[src/rtl/reg_bank_arbiter_if.sv]
// Requester and bank-side bundle for reg_bank_arbiter.
// master: requesters plus the bank model; slave: the arbiter.
interface reg_bank_arbiter_if #(
    parameter int unsigned DATA_SIZE = 16,
    parameter int unsigned ADDR_SIZE = 4,
    parameter int unsigned NUM_REQ   = 4
);
    logic [NUM_REQ-1:0]           req_valid;
    logic [NUM_REQ-1:0]           req_write;
    logic [NUM_REQ*ADDR_SIZE-1:0] req_addr;
    logic [NUM_REQ*DATA_SIZE-1:0] req_data;
    logic [NUM_REQ-1:0]           req_ready;
    logic [NUM_REQ-1:0]           rsp_valid;
    logic [DATA_SIZE-1:0]         rsp_data;
    logic                         bank_we;
    logic                         bank_re;
    logic [ADDR_SIZE-1:0]         bank_addr;
    logic [DATA_SIZE-1:0]         bank_wdata;
    logic [DATA_SIZE-1:0]         bank_rdata;

    modport master (
        output req_valid, req_write, req_addr, req_data, bank_rdata,
        input  req_ready, rsp_valid, rsp_data, bank_we, bank_re, bank_addr, bank_wdata
    );

    modport slave (
        input  req_valid, req_write, req_addr, req_data, bank_rdata,
        output req_ready, rsp_valid, rsp_data, bank_we, bank_re, bank_addr, bank_wdata
    );
endinterface

[src/rtl/reg_bank_arbiter.sv]
// Shares one single-port register bank among NUM_REQ requesters, one transaction in flight.
// Round-robin by default; define REG_ARB_FIXED_PRIO_EN for fixed lowest-index-wins priority.
module reg_bank_arbiter #(
    parameter int unsigned DATA_SIZE = 16,
    parameter int unsigned ADDR_SIZE = 4,
    parameter int unsigned NUM_REQ   = 4
) (
    input logic               clk,
    input logic               rst,
    reg_bank_arbiter_if.slave bus
);
    localparam int unsigned PTR_W = (NUM_REQ > 1) ? $clog2(NUM_REQ) : 1;

    typedef enum logic [2:0] {IDLE, ACCEPT, ISSUE, WAIT, RESP} state_e;

    state_e               state_q;
    logic [PTR_W-1:0]     win_q;
    logic                 wr_q;
    logic [NUM_REQ-1:0]   ready_q;
    logic [NUM_REQ-1:0]   rsp_valid_q;
    logic [DATA_SIZE-1:0] rsp_data_q;
    logic                 we_q;
    logic                 re_q;
    logic [ADDR_SIZE-1:0] baddr_q;
    logic [DATA_SIZE-1:0] bwdata_q;
    logic [PTR_W-1:0]     grant_c;
    logic                 found_c;

    logic [ADDR_SIZE-1:0] addr_a [NUM_REQ];
    logic [DATA_SIZE-1:0] data_a [NUM_REQ];

    for (genvar g = 0; g < NUM_REQ; g++) begin : g_unpack
        assign addr_a[g] = bus.req_addr[g*ADDR_SIZE +: ADDR_SIZE];
        assign data_a[g] = bus.req_data[g*DATA_SIZE +: DATA_SIZE];
    end

`ifdef REG_ARB_FIXED_PRIO_EN
    // Lowest valid index wins.
    always_comb begin
        grant_c = '0;
        found_c = 1'b0;
        for (int unsigned k = 0; k < NUM_REQ; k++) begin
            if (!found_c && bus.req_valid[PTR_W'(k)]) begin
                grant_c = PTR_W'(k);
                found_c = 1'b1;
            end
        end
    end
`else
    logic [PTR_W-1:0] ptr_q;

    function automatic logic [PTR_W-1:0] rr_idx(input logic [PTR_W-1:0] base,
                                                input int unsigned      k);
        return PTR_W'((32'(base) + k) % NUM_REQ);
    endfunction

    // First valid index after the last granted requester.
    always_comb begin
        grant_c = ptr_q;
        found_c = 1'b0;
        for (int unsigned k = 1; k <= NUM_REQ; k++) begin
            if (!found_c && bus.req_valid[rr_idx(ptr_q, k)]) begin
                grant_c = rr_idx(ptr_q, k);
                found_c = 1'b1;
            end
        end
    end
`endif

    always_ff @(posedge clk or posedge rst) begin
        if (rst) begin
            state_q     <= IDLE;
            win_q       <= '0;
            wr_q        <= 1'b0;
            ready_q     <= '0;
            rsp_valid_q <= '0;
            rsp_data_q  <= '0;
            we_q        <= 1'b0;
            re_q        <= 1'b0;
            baddr_q     <= '0;
            bwdata_q    <= '0;
`ifndef REG_ARB_FIXED_PRIO_EN
            ptr_q       <= PTR_W'(NUM_REQ - 1);
`endif
        end else begin
            // Pulses and bank drive default low; bank bus is only non-zero during ISSUE.
            ready_q     <= '0;
            rsp_valid_q <= '0;
            we_q        <= 1'b0;
            re_q        <= 1'b0;
            baddr_q     <= '0;
            bwdata_q    <= '0;
            case (state_q)
                IDLE: begin
                    if (found_c) begin
                        win_q   <= grant_c;
                        ready_q <= NUM_REQ'(1) << grant_c;
                        state_q <= ACCEPT;
                    end
                end
                ACCEPT: begin
                    if (bus.req_valid[win_q]) begin
                        wr_q     <= bus.req_write[win_q];
                        we_q     <= bus.req_write[win_q];
                        re_q     <= !bus.req_write[win_q];
                        baddr_q  <= addr_a[win_q];
                        bwdata_q <= bus.req_write[win_q] ? data_a[win_q] : '0;
`ifndef REG_ARB_FIXED_PRIO_EN
                        ptr_q    <= win_q;
`endif
                        state_q  <= ISSUE;
                    end else begin
                        state_q  <= IDLE;
                    end
                end
                ISSUE: begin
                    if (wr_q) begin
                        rsp_valid_q <= NUM_REQ'(1) << win_q;
                        state_q     <= RESP;
                    end else begin
                        state_q     <= WAIT;
                    end
                end
                WAIT: begin
                    rsp_data_q  <= bus.bank_rdata;
                    rsp_valid_q <= NUM_REQ'(1) << win_q;
                    state_q     <= RESP;
                end
                RESP:    state_q <= IDLE;
                default: state_q <= IDLE;
            endcase
        end
    end

    assign bus.req_ready  = ready_q;
    assign bus.rsp_valid  = rsp_valid_q;
    assign bus.rsp_data   = rsp_data_q;
    assign bus.bank_we    = we_q;
    assign bus.bank_re    = re_q;
    assign bus.bank_addr  = baddr_q;
    assign bus.bank_wdata = bwdata_q;
endmodule

[src/flat_wrapper.sv]
// flat-port wrapper written by rule: the top's interface ports become plain ports
module reg_bank_arbiter_flat 
#(
    parameter int unsigned DATA_SIZE = 16,
    parameter int unsigned ADDR_SIZE = 4,
    parameter int unsigned NUM_REQ   = 4
)
  (clk, rst, bus_req_valid, bus_req_write, bus_req_addr, bus_req_data, bus_bank_rdata, bus_req_ready, bus_rsp_valid, bus_rsp_data, bus_bank_we, bus_bank_re, bus_bank_addr, bus_bank_wdata);
  reg_bank_arbiter_if #(.DATA_SIZE(DATA_SIZE), .ADDR_SIZE(ADDR_SIZE), .NUM_REQ(NUM_REQ)) bus_i ();
  input logic clk;
  input logic rst;
  input wire logic [$bits(bus_i.req_valid)-1:0] bus_req_valid;
  input wire logic [$bits(bus_i.req_write)-1:0] bus_req_write;
  input wire logic [$bits(bus_i.req_addr)-1:0] bus_req_addr;
  input wire logic [$bits(bus_i.req_data)-1:0] bus_req_data;
  input wire logic [$bits(bus_i.bank_rdata)-1:0] bus_bank_rdata;
  output wire logic [$bits(bus_i.req_ready)-1:0] bus_req_ready;
  output wire logic [$bits(bus_i.rsp_valid)-1:0] bus_rsp_valid;
  output wire logic [$bits(bus_i.rsp_data)-1:0] bus_rsp_data;
  output wire logic [$bits(bus_i.bank_we)-1:0] bus_bank_we;
  output wire logic [$bits(bus_i.bank_re)-1:0] bus_bank_re;
  output wire logic [$bits(bus_i.bank_addr)-1:0] bus_bank_addr;
  output wire logic [$bits(bus_i.bank_wdata)-1:0] bus_bank_wdata;
  assign bus_i.req_valid = bus_req_valid;
  assign bus_i.req_write = bus_req_write;
  assign bus_i.req_addr = bus_req_addr;
  assign bus_i.req_data = bus_req_data;
  assign bus_i.bank_rdata = bus_bank_rdata;
  assign bus_req_ready = bus_i.req_ready;
  assign bus_rsp_valid = bus_i.rsp_valid;
  assign bus_rsp_data = bus_i.rsp_data;
  assign bus_bank_we = bus_i.bank_we;
  assign bus_bank_re = bus_i.bank_re;
  assign bus_bank_addr = bus_i.bank_addr;
  assign bus_bank_wdata = bus_i.bank_wdata;
  reg_bank_arbiter #(.DATA_SIZE(DATA_SIZE), .ADDR_SIZE(ADDR_SIZE), .NUM_REQ(NUM_REQ)) u_core (.clk(clk), .rst(rst), .bus(bus_i));
endmodule
[config.mk]
export PLATFORM = sky130hd
export DESIGN_NAME = reg_bank_arbiter_flat
export DESIGN_NICKNAME = d
export VERILOG_FILES = /design/src/rtl/reg_bank_arbiter_if.sv /design/src/rtl/reg_bank_arbiter.sv /design/src/flat_wrapper.sv
export SDC_FILE = /design/constraint.sdc
export NUM_CORES = 1
export LEC_CHECK = 0
export CAP_MARGIN = 20
export CORE_MARGIN = 2
export CORE_UTILIZATION = 38
export CTS_CLUSTER_SIZE = 10
export DETAILED_ROUTE_END_ITERATION = 12
export PLACE_DENSITY = 0.92
export SLEW_MARGIN = 20
export SYNTH_ARGS = -nofsm -noshare
export SYNTH_HDL_FRONTEND = slang
export SYNTH_SLANG_ARGS = --single-unit
[constraint.sdc]
create_clock -name clk -period 2.7 [get_ports clk]
set_clock_uncertainty 0.2 [all_clocks]
set_input_delay 0.675 -clock clk [delete_from_list [all_inputs] [get_ports clk]]
set_output_delay 0.675 -clock clk [all_outputs]
set_load 0.01 [all_outputs]
==> flow_summary.toml, run 1 <==
[status]
outcome = "finished clean"

[floorplanning]
io_pins = 152
die_w_um = 85.64
core_mm2 = 0.006386
initial_core_util = 0.3966
rows = 29
die_h_um = 85.64
die_area_mm2 = 0.007333

[timing]
fin_crit_sh = 0.8092
grt_setup_unrepaired = "no"
worst_hold_slack_ns = 0.3119
setup_tns_ns = 0
relSlewSlack = 0.5443
hold_viol = 0
final_period_minus_worst_setup_slack_ns = 2.185
slew_viol_final = 0
tightest_slew_ns = 0.6818
fmax_mhz = 457.7
setup_viol = 0

[routing]
wl_um = 6873
drt_iter0_markers = 100
drc = 0
routed.top_layer = "met4"
vias_per_cell = 4.953
via_count = 1981
dr_wl_met2_um = 3820
routed-wl-met3_um = 307
drtPass1Iterations = 4
met1_length_um = 2635
avgRoutedWirePerCell_um = 17.18
ant_nets = 0

[clocking]
cts-resized-gates = 0
cts_buffer_depth = 2
cts_buffers = 5
ctsHoldBuffers = 0
htreeDepth = 2
cts_tree = "yes"
cts_setup_buffers = 0
clk_latency_ns = 0.30
path_clk_slew_ns = 0.10
clock_sinks = 54
root_buffer = "clkbuf_8"

[global_route]
grt.overflow.total = 0
grt_pass1_vias = 2116
grt_max_degree = 33
grt_antenna_before_repair = 0
grt_usage = 0.1924
grt_pass1_wl_um = 10840

[placed_design]
gp_congestion = 0.7858
dp_hpwl_um = 5494
portBuffers = 151

[worst_setup_path]
ff2ff_path_depth = 4
r2r_end = "u_core.bus.bank_wdata[15]"
crit_start = "bus_req_valid[0]"
path_class = "in -> reg"
slowest_stage = "clkdlybuf4s50_1"
slowest_delay_ns = 0.48
cp.required_ns = 2.69
arrival_ns = 2.18
crit_chain = "clkdlybuf4s50_1 -> nor4_1 -> or4_1 -> mux2_2"
rr_startpoint = "u_core.win_q[0]"
start_kind = "primary input"
r2r_slack_ns = 0.84
end_kind = "register"
cp_max_fo = 6

[logic_synthesis]
synth.net_count = 274
synth_common_cells = "dfrtp_1 (52), mux2_2 (20), nor2b_1 (19), mux4_2 (16), nor2_1 (6)"
syn_area_mm2 = 0.002532
ys_top_cells_by_area = "dfrtp_1 (51%), mux4_2 (14%), mux2_2 (8.9%), mux4_1 (5.2%), nor2b_1 (4.7%)"
synth-seq-cells = 54
synth-edff-count = 0
yosysTopAreaCellShare = 0.5138
async_flop_share = 1.000
yosysMostFrequentCell = "dfrtp_1"
syn_inst = 168
synthDistinctLibCells = 30
synth_ff_type = "dfrtp_1"
yosys_warnings = 0
yosysSeqAreaShare = 0.5346
yosysTopAreaCell = "dfrtp_1"
syn_avg_cell_area_um2 = 15.07

[hold_path]
min_path_cells = 1
hold_path_class = "reg -> reg"
min_from = "u_core.bus.rsp_data[0]"
hold_end = "u_core.bus.rsp_data[0]"

[pwr]
vdd_drop_max_mv = 0.5493
power_density_mw_per_mm2 = 849.6
p_leak_nw = 1.761

[cells_and_area]
n_antenna_cell = 0
fill_cells = 493
area.growth.synth_to_final_pct = 67.05
drive_gt1_frac = 0.1672
fin_nets = 428

[run]
cap_viol_max_count = 0
[layout make-up]
cell class | instances | area, µm² | area share
clock buffer | 5 | 68.82 | 0.01627
multi-input combinational | 101 | 1110 | 0.2623
clock inverter | 3 | 25.02 | 0.005915
tap | 77 | 96.34 | 0.02277
inverter | 4 | 15.01 | 0.003549
sequential | 54 | 1354 | 0.3200
timing repair buffer | 156 | 1562 | 0.3691
[power by group]
group	internal [W]	leakage, nW	switching, W
clock	0.000188	0.0447	0.000268
combinational	0.00114	1.02	0.000730
sequential	0.00110	0.696	0.000163
[per-stage QoR]
step           std cells  area (µm²)  utilization  setup slack, ns  power [W]
2_1_floorplan        168        2532            -           0.5137   0.002375
3_3_place_gp         392        4136       0.6477           0.2930   0.003111
5_1_grt              400        4230       0.6624           0.4077   0.003824
6_report             400        4230       0.6624           0.5153   0.003594
4_1_cts              400        4230       0.6624           0.5080   0.003646
3_5_place_dp         392        4136       0.6477           0.1794   0.003182
[worst max-delay path, delay by kind of cell]
family	cells	cell delay, ns
and+or+nand+nor	2	0.66
buffers and inverters	1	0.48
muxes	1	0.36
[metal layers]
layer / vias up / track usage
met5: - / 0
met4: 0 / 0.05195
met3: 8 / 0.03176
met2: 69 / 0.3530
met1: 975 / 0.2346
li1: 929 / -
[flip-flops by register name, summed over array words and instances, names as in the netlist]
name,cells
u_core.bus.bank_wdata,16
u_core.bus.rsp_data,16
u_core.bus.bank_addr,4
u_core.bus.req_ready,4
u_core.bus.rsp_valid,4
u_core.state_q,3
u_core.ptr_q,2
u_core.win_q,2
u_core.bus.bank_re,1
u_core.bus.bank_we,1
u_core.wr_q,1
[cells in the final DEF (no fill, tap or decap), types with 4 or more instances in the layout]
cell type | synthesis | final
nand2_1 | 4 | 4
dfrtp_1 | 52 | 52
buf_4 | 0 | 4
clkdlybuf4s50_1 | 0 | 151
mux4_1 | 5 | 5
clkbuf_8 | 0 | 5
and3_1 | 5 | 5
mux4_2 | 16 | 16
nor2b_1 | 19 | 19
nor2_1 | 6 | 6
mux2_2 | 20 | 20
o21ai_0 | 4 | 4
[how the worst max path moves through the flow]
| stage | end | cells after the start |
|---|---|---|
| final | u_core.win_q[0] | 4 |
| after global routing | u_core.win_q[0] | 4 |
| after CTS | u_core.win_q[1] | 4 |
| after detailed placement | u_core.win_q[1] | 4 |
| after global placement | u_core.win_q[0] | 4 |
| after floorplan | u_core.bus.bank_addr[0] | 1 |
[cell families (layout without fill, tap and decap cells)]
group / Yosys count / after routing / share of synthesized area
AND/OR/NAND/NOR: 47 / 47 / 0.1122
buffers and inverters: 13 / 168 / 0.02717
flip-flops: 54 / 54 / 0.5346
AO/OA/AOI/OAI: 11 / 11 / 0.03508
multiplexers: 43 / 43 / 0.2910
No activity file was read; power rests on OpenSTA's default activity.
==> inputs of run 2 (changes only) <==
Settings changed: CORE_UTILIZATION 38 to 34, PLACE_DENSITY 0.92 to 0.88.
Clock period 2.7 ns to 1.8 ns, I/O delays scaled along.
==> flow_summary.toml, run 2 (synthesized netlist as in run 1, its figures left out) <==
[status]
outcome = "finished clean"

[floorplanning]
core_mm2 = 0.007214
io_pins = 152
rows = 31
die_area_mm2 = 0.008155
die_w_um = 90.31
die_h_um = 90.31
initial_core_util = 0.3510

[global_route]
grt_pass1_vias = 2271
grt_max_degree = 33
grt_usage = 0.1703
grt_pass1_wl_um = 11120
grt_antenna_before_repair = 0
grt.overflow.total = 0

[worst_setup_path]
arrival_ns = 1.71
rr_startpoint = "u_core.win_q[0]"
cp_top_family = "multiplexers"
crit_chain = "buf_12 -> mux4_1 -> and3_1"
slowest_delay_ns = 0.55
end_kind = "register"
start_kind = "register"
ff2ff_path_depth = 3
slowest_stage = "mux4_1"
cp_max_fo = 17
cp.required_ns = 1.78
crit_buf_inv = 1
r2r_end = "u_core.bus.bank_addr[3]"
path_class = "reg -> reg"
r2r_slack_ns = 0.07
cp.depth = 3

[clocking]
root_buffer = "clkbuf_8"
cts_buffer_depth = 2
path_clk_slew_ns = 0.09
ctsHoldBuffers = 0
clock_sinks = 54
htreeDepth = 2
cts_buffers = 5
cts_tree = "yes"
clk_latency_ns = 0.30

[cells_and_area]
area.growth.synth_to_final_pct = 72.23
final_common_cell = "clkdlybuf4s50_1"
multiInputGateArea_mm2 = 0.001109
n_antenna_cell = 0
regArea_mm2 = 0.001355
final_area_mm2 = 0.004362
fill_cells = 622
layout_common_cells = "clkdlybuf4s50_1 (101), dfrtp_1 (51), dlygate4sd2_1 (50), mux2_2 (20)"
fin_nets = 440
final_util = 0.6046
drive_gt1_frac = 0.2119

[routing]
avgRoutedWirePerCell_um = 15.43
drtPass1Iterations = 4
drc = 0
vias_per_cell = 4.730
via_count = 2053
ant_nets = 0
wl_um = 6695
drt_iter0_markers = 35

[placed_design]
gp_congestion = 0.8043
dpl_worst_slack_ns = -0.4650
portBuffers = 151
dp_hpwl_um = 5667
dpl_cell_area_mm2 = 0.004293

[pwr]
seq_power_share = 0.345
p_int_w = 0.003795
power_density_mw_per_mm2 = 1267
pwr-share-comb = 0.508
vdd_drop_max_mv = 0.6190
clock_power_share = 0.147
power_switching_w = 0.001732
p_leak_nw = 2.001
switching_share = 0.3134

[timing]
worst_hold_slack_ns = 0.3050
tightest_slew_ns = 0.3967
final_period_minus_worst_setup_slack_ns = 1.730
relSlewSlack = 0.7287
setup_tns_ns = 0
hold_viol = 0
fin_crit_sh = 0.9609
setup_viol = 0
setup_ws_ns = 0.07032
fmax_mhz = 578.1
grt_setup_unrepaired = "yes"
slew_viol_final = 0

[run]
cap_viol_max_count = 0

[hold_path]
min_path_cells = 1
hold_path_class = "reg -> reg"
hold_end = "u_core.bus.rsp_data[10]"
min_from = "u_core.bus.rsp_data[10]"
## run 2: final cells by class
class / count / area share
clock buffer: 7 / 0.01979
clock inverter: 1 / 0.006885
inverter: 4 / 0.004303
multi-input combinational: 101 / 0.2542
sequential: 54 / 0.3107
tap: 99 / 0.02840
timing repair buffer: 168 / 0.3758
## run 2: power groups by stage
stage | clock network, W | registers, W | logic (W)
floorplan | 0 | 0.00204 | 0.00152
global placement | 0 | 0.00192 | 0.00296
detailed placement | 0 | 0.00195 | 0.00303
CTS | 0.000849 | 0.00191 | 0.00281
global route | 0.000900 | 0.00197 | 0.00304
finish | 0.000812 | 0.00191 | 0.00281
## run 2: worst register-to-register path: cells and delay by family (launching register included)
family,cells,cell delay [ns]
buf+inv,1,0.20
flops,1,0.47
simple gates,1,0.19
mux,1,0.56
## run 2: worst max path at each step
stage	start	end	slack (ns)
2_1_floorplan	bus_req_write[1]	u_core.wr_q	0.02
3_3_place_gp	bus_req_valid[2]	u_core.win_q[0]	-0.34
3_5_place_dp	bus_req_valid[0]	u_core.bus.req_ready[1]	-0.46
4_1_cts	bus_req_write[1]	u_core.wr_q	0.03
5_1_grt	u_core.win_q[0]	u_core.ptr_q[0]	-0.02
6_report	u_core.win_q[0]	u_core.bus.bank_addr[3]	0.07
## run 2: repair_timing
item | 4_1_cts | 5_1_grt
setup endpoints to repair | 75 | 10
setup buffers | 0 | 2
resized for setup | 54 | 3
## run 2: layer usage
layer / global-route usage / part of all wire
met3: 0.03589 / 0.044
met1: 0.2020 / 0.39
met4: 0.02949 / 0.010
met2: 0.3208 / 0.56
met5: 0 / 0
## run 2: metrics by stage
stage	total power, W	instances
after floorplan	0.003564	168
after CTS	0.005575	432
after global placement	0.004878	424
final	0.005527	434
after global routing	0.005912	434
after detailed placement	0.004976	424
==> inputs of run 3 (changes only) <==
Settings changed: CAP_MARGIN 20 to default, CTS_CLUSTER_DIAMETER from default to 150.
==> results of run 3 <==
The final DEF is identical to that of run 2; final timing and power are the same.
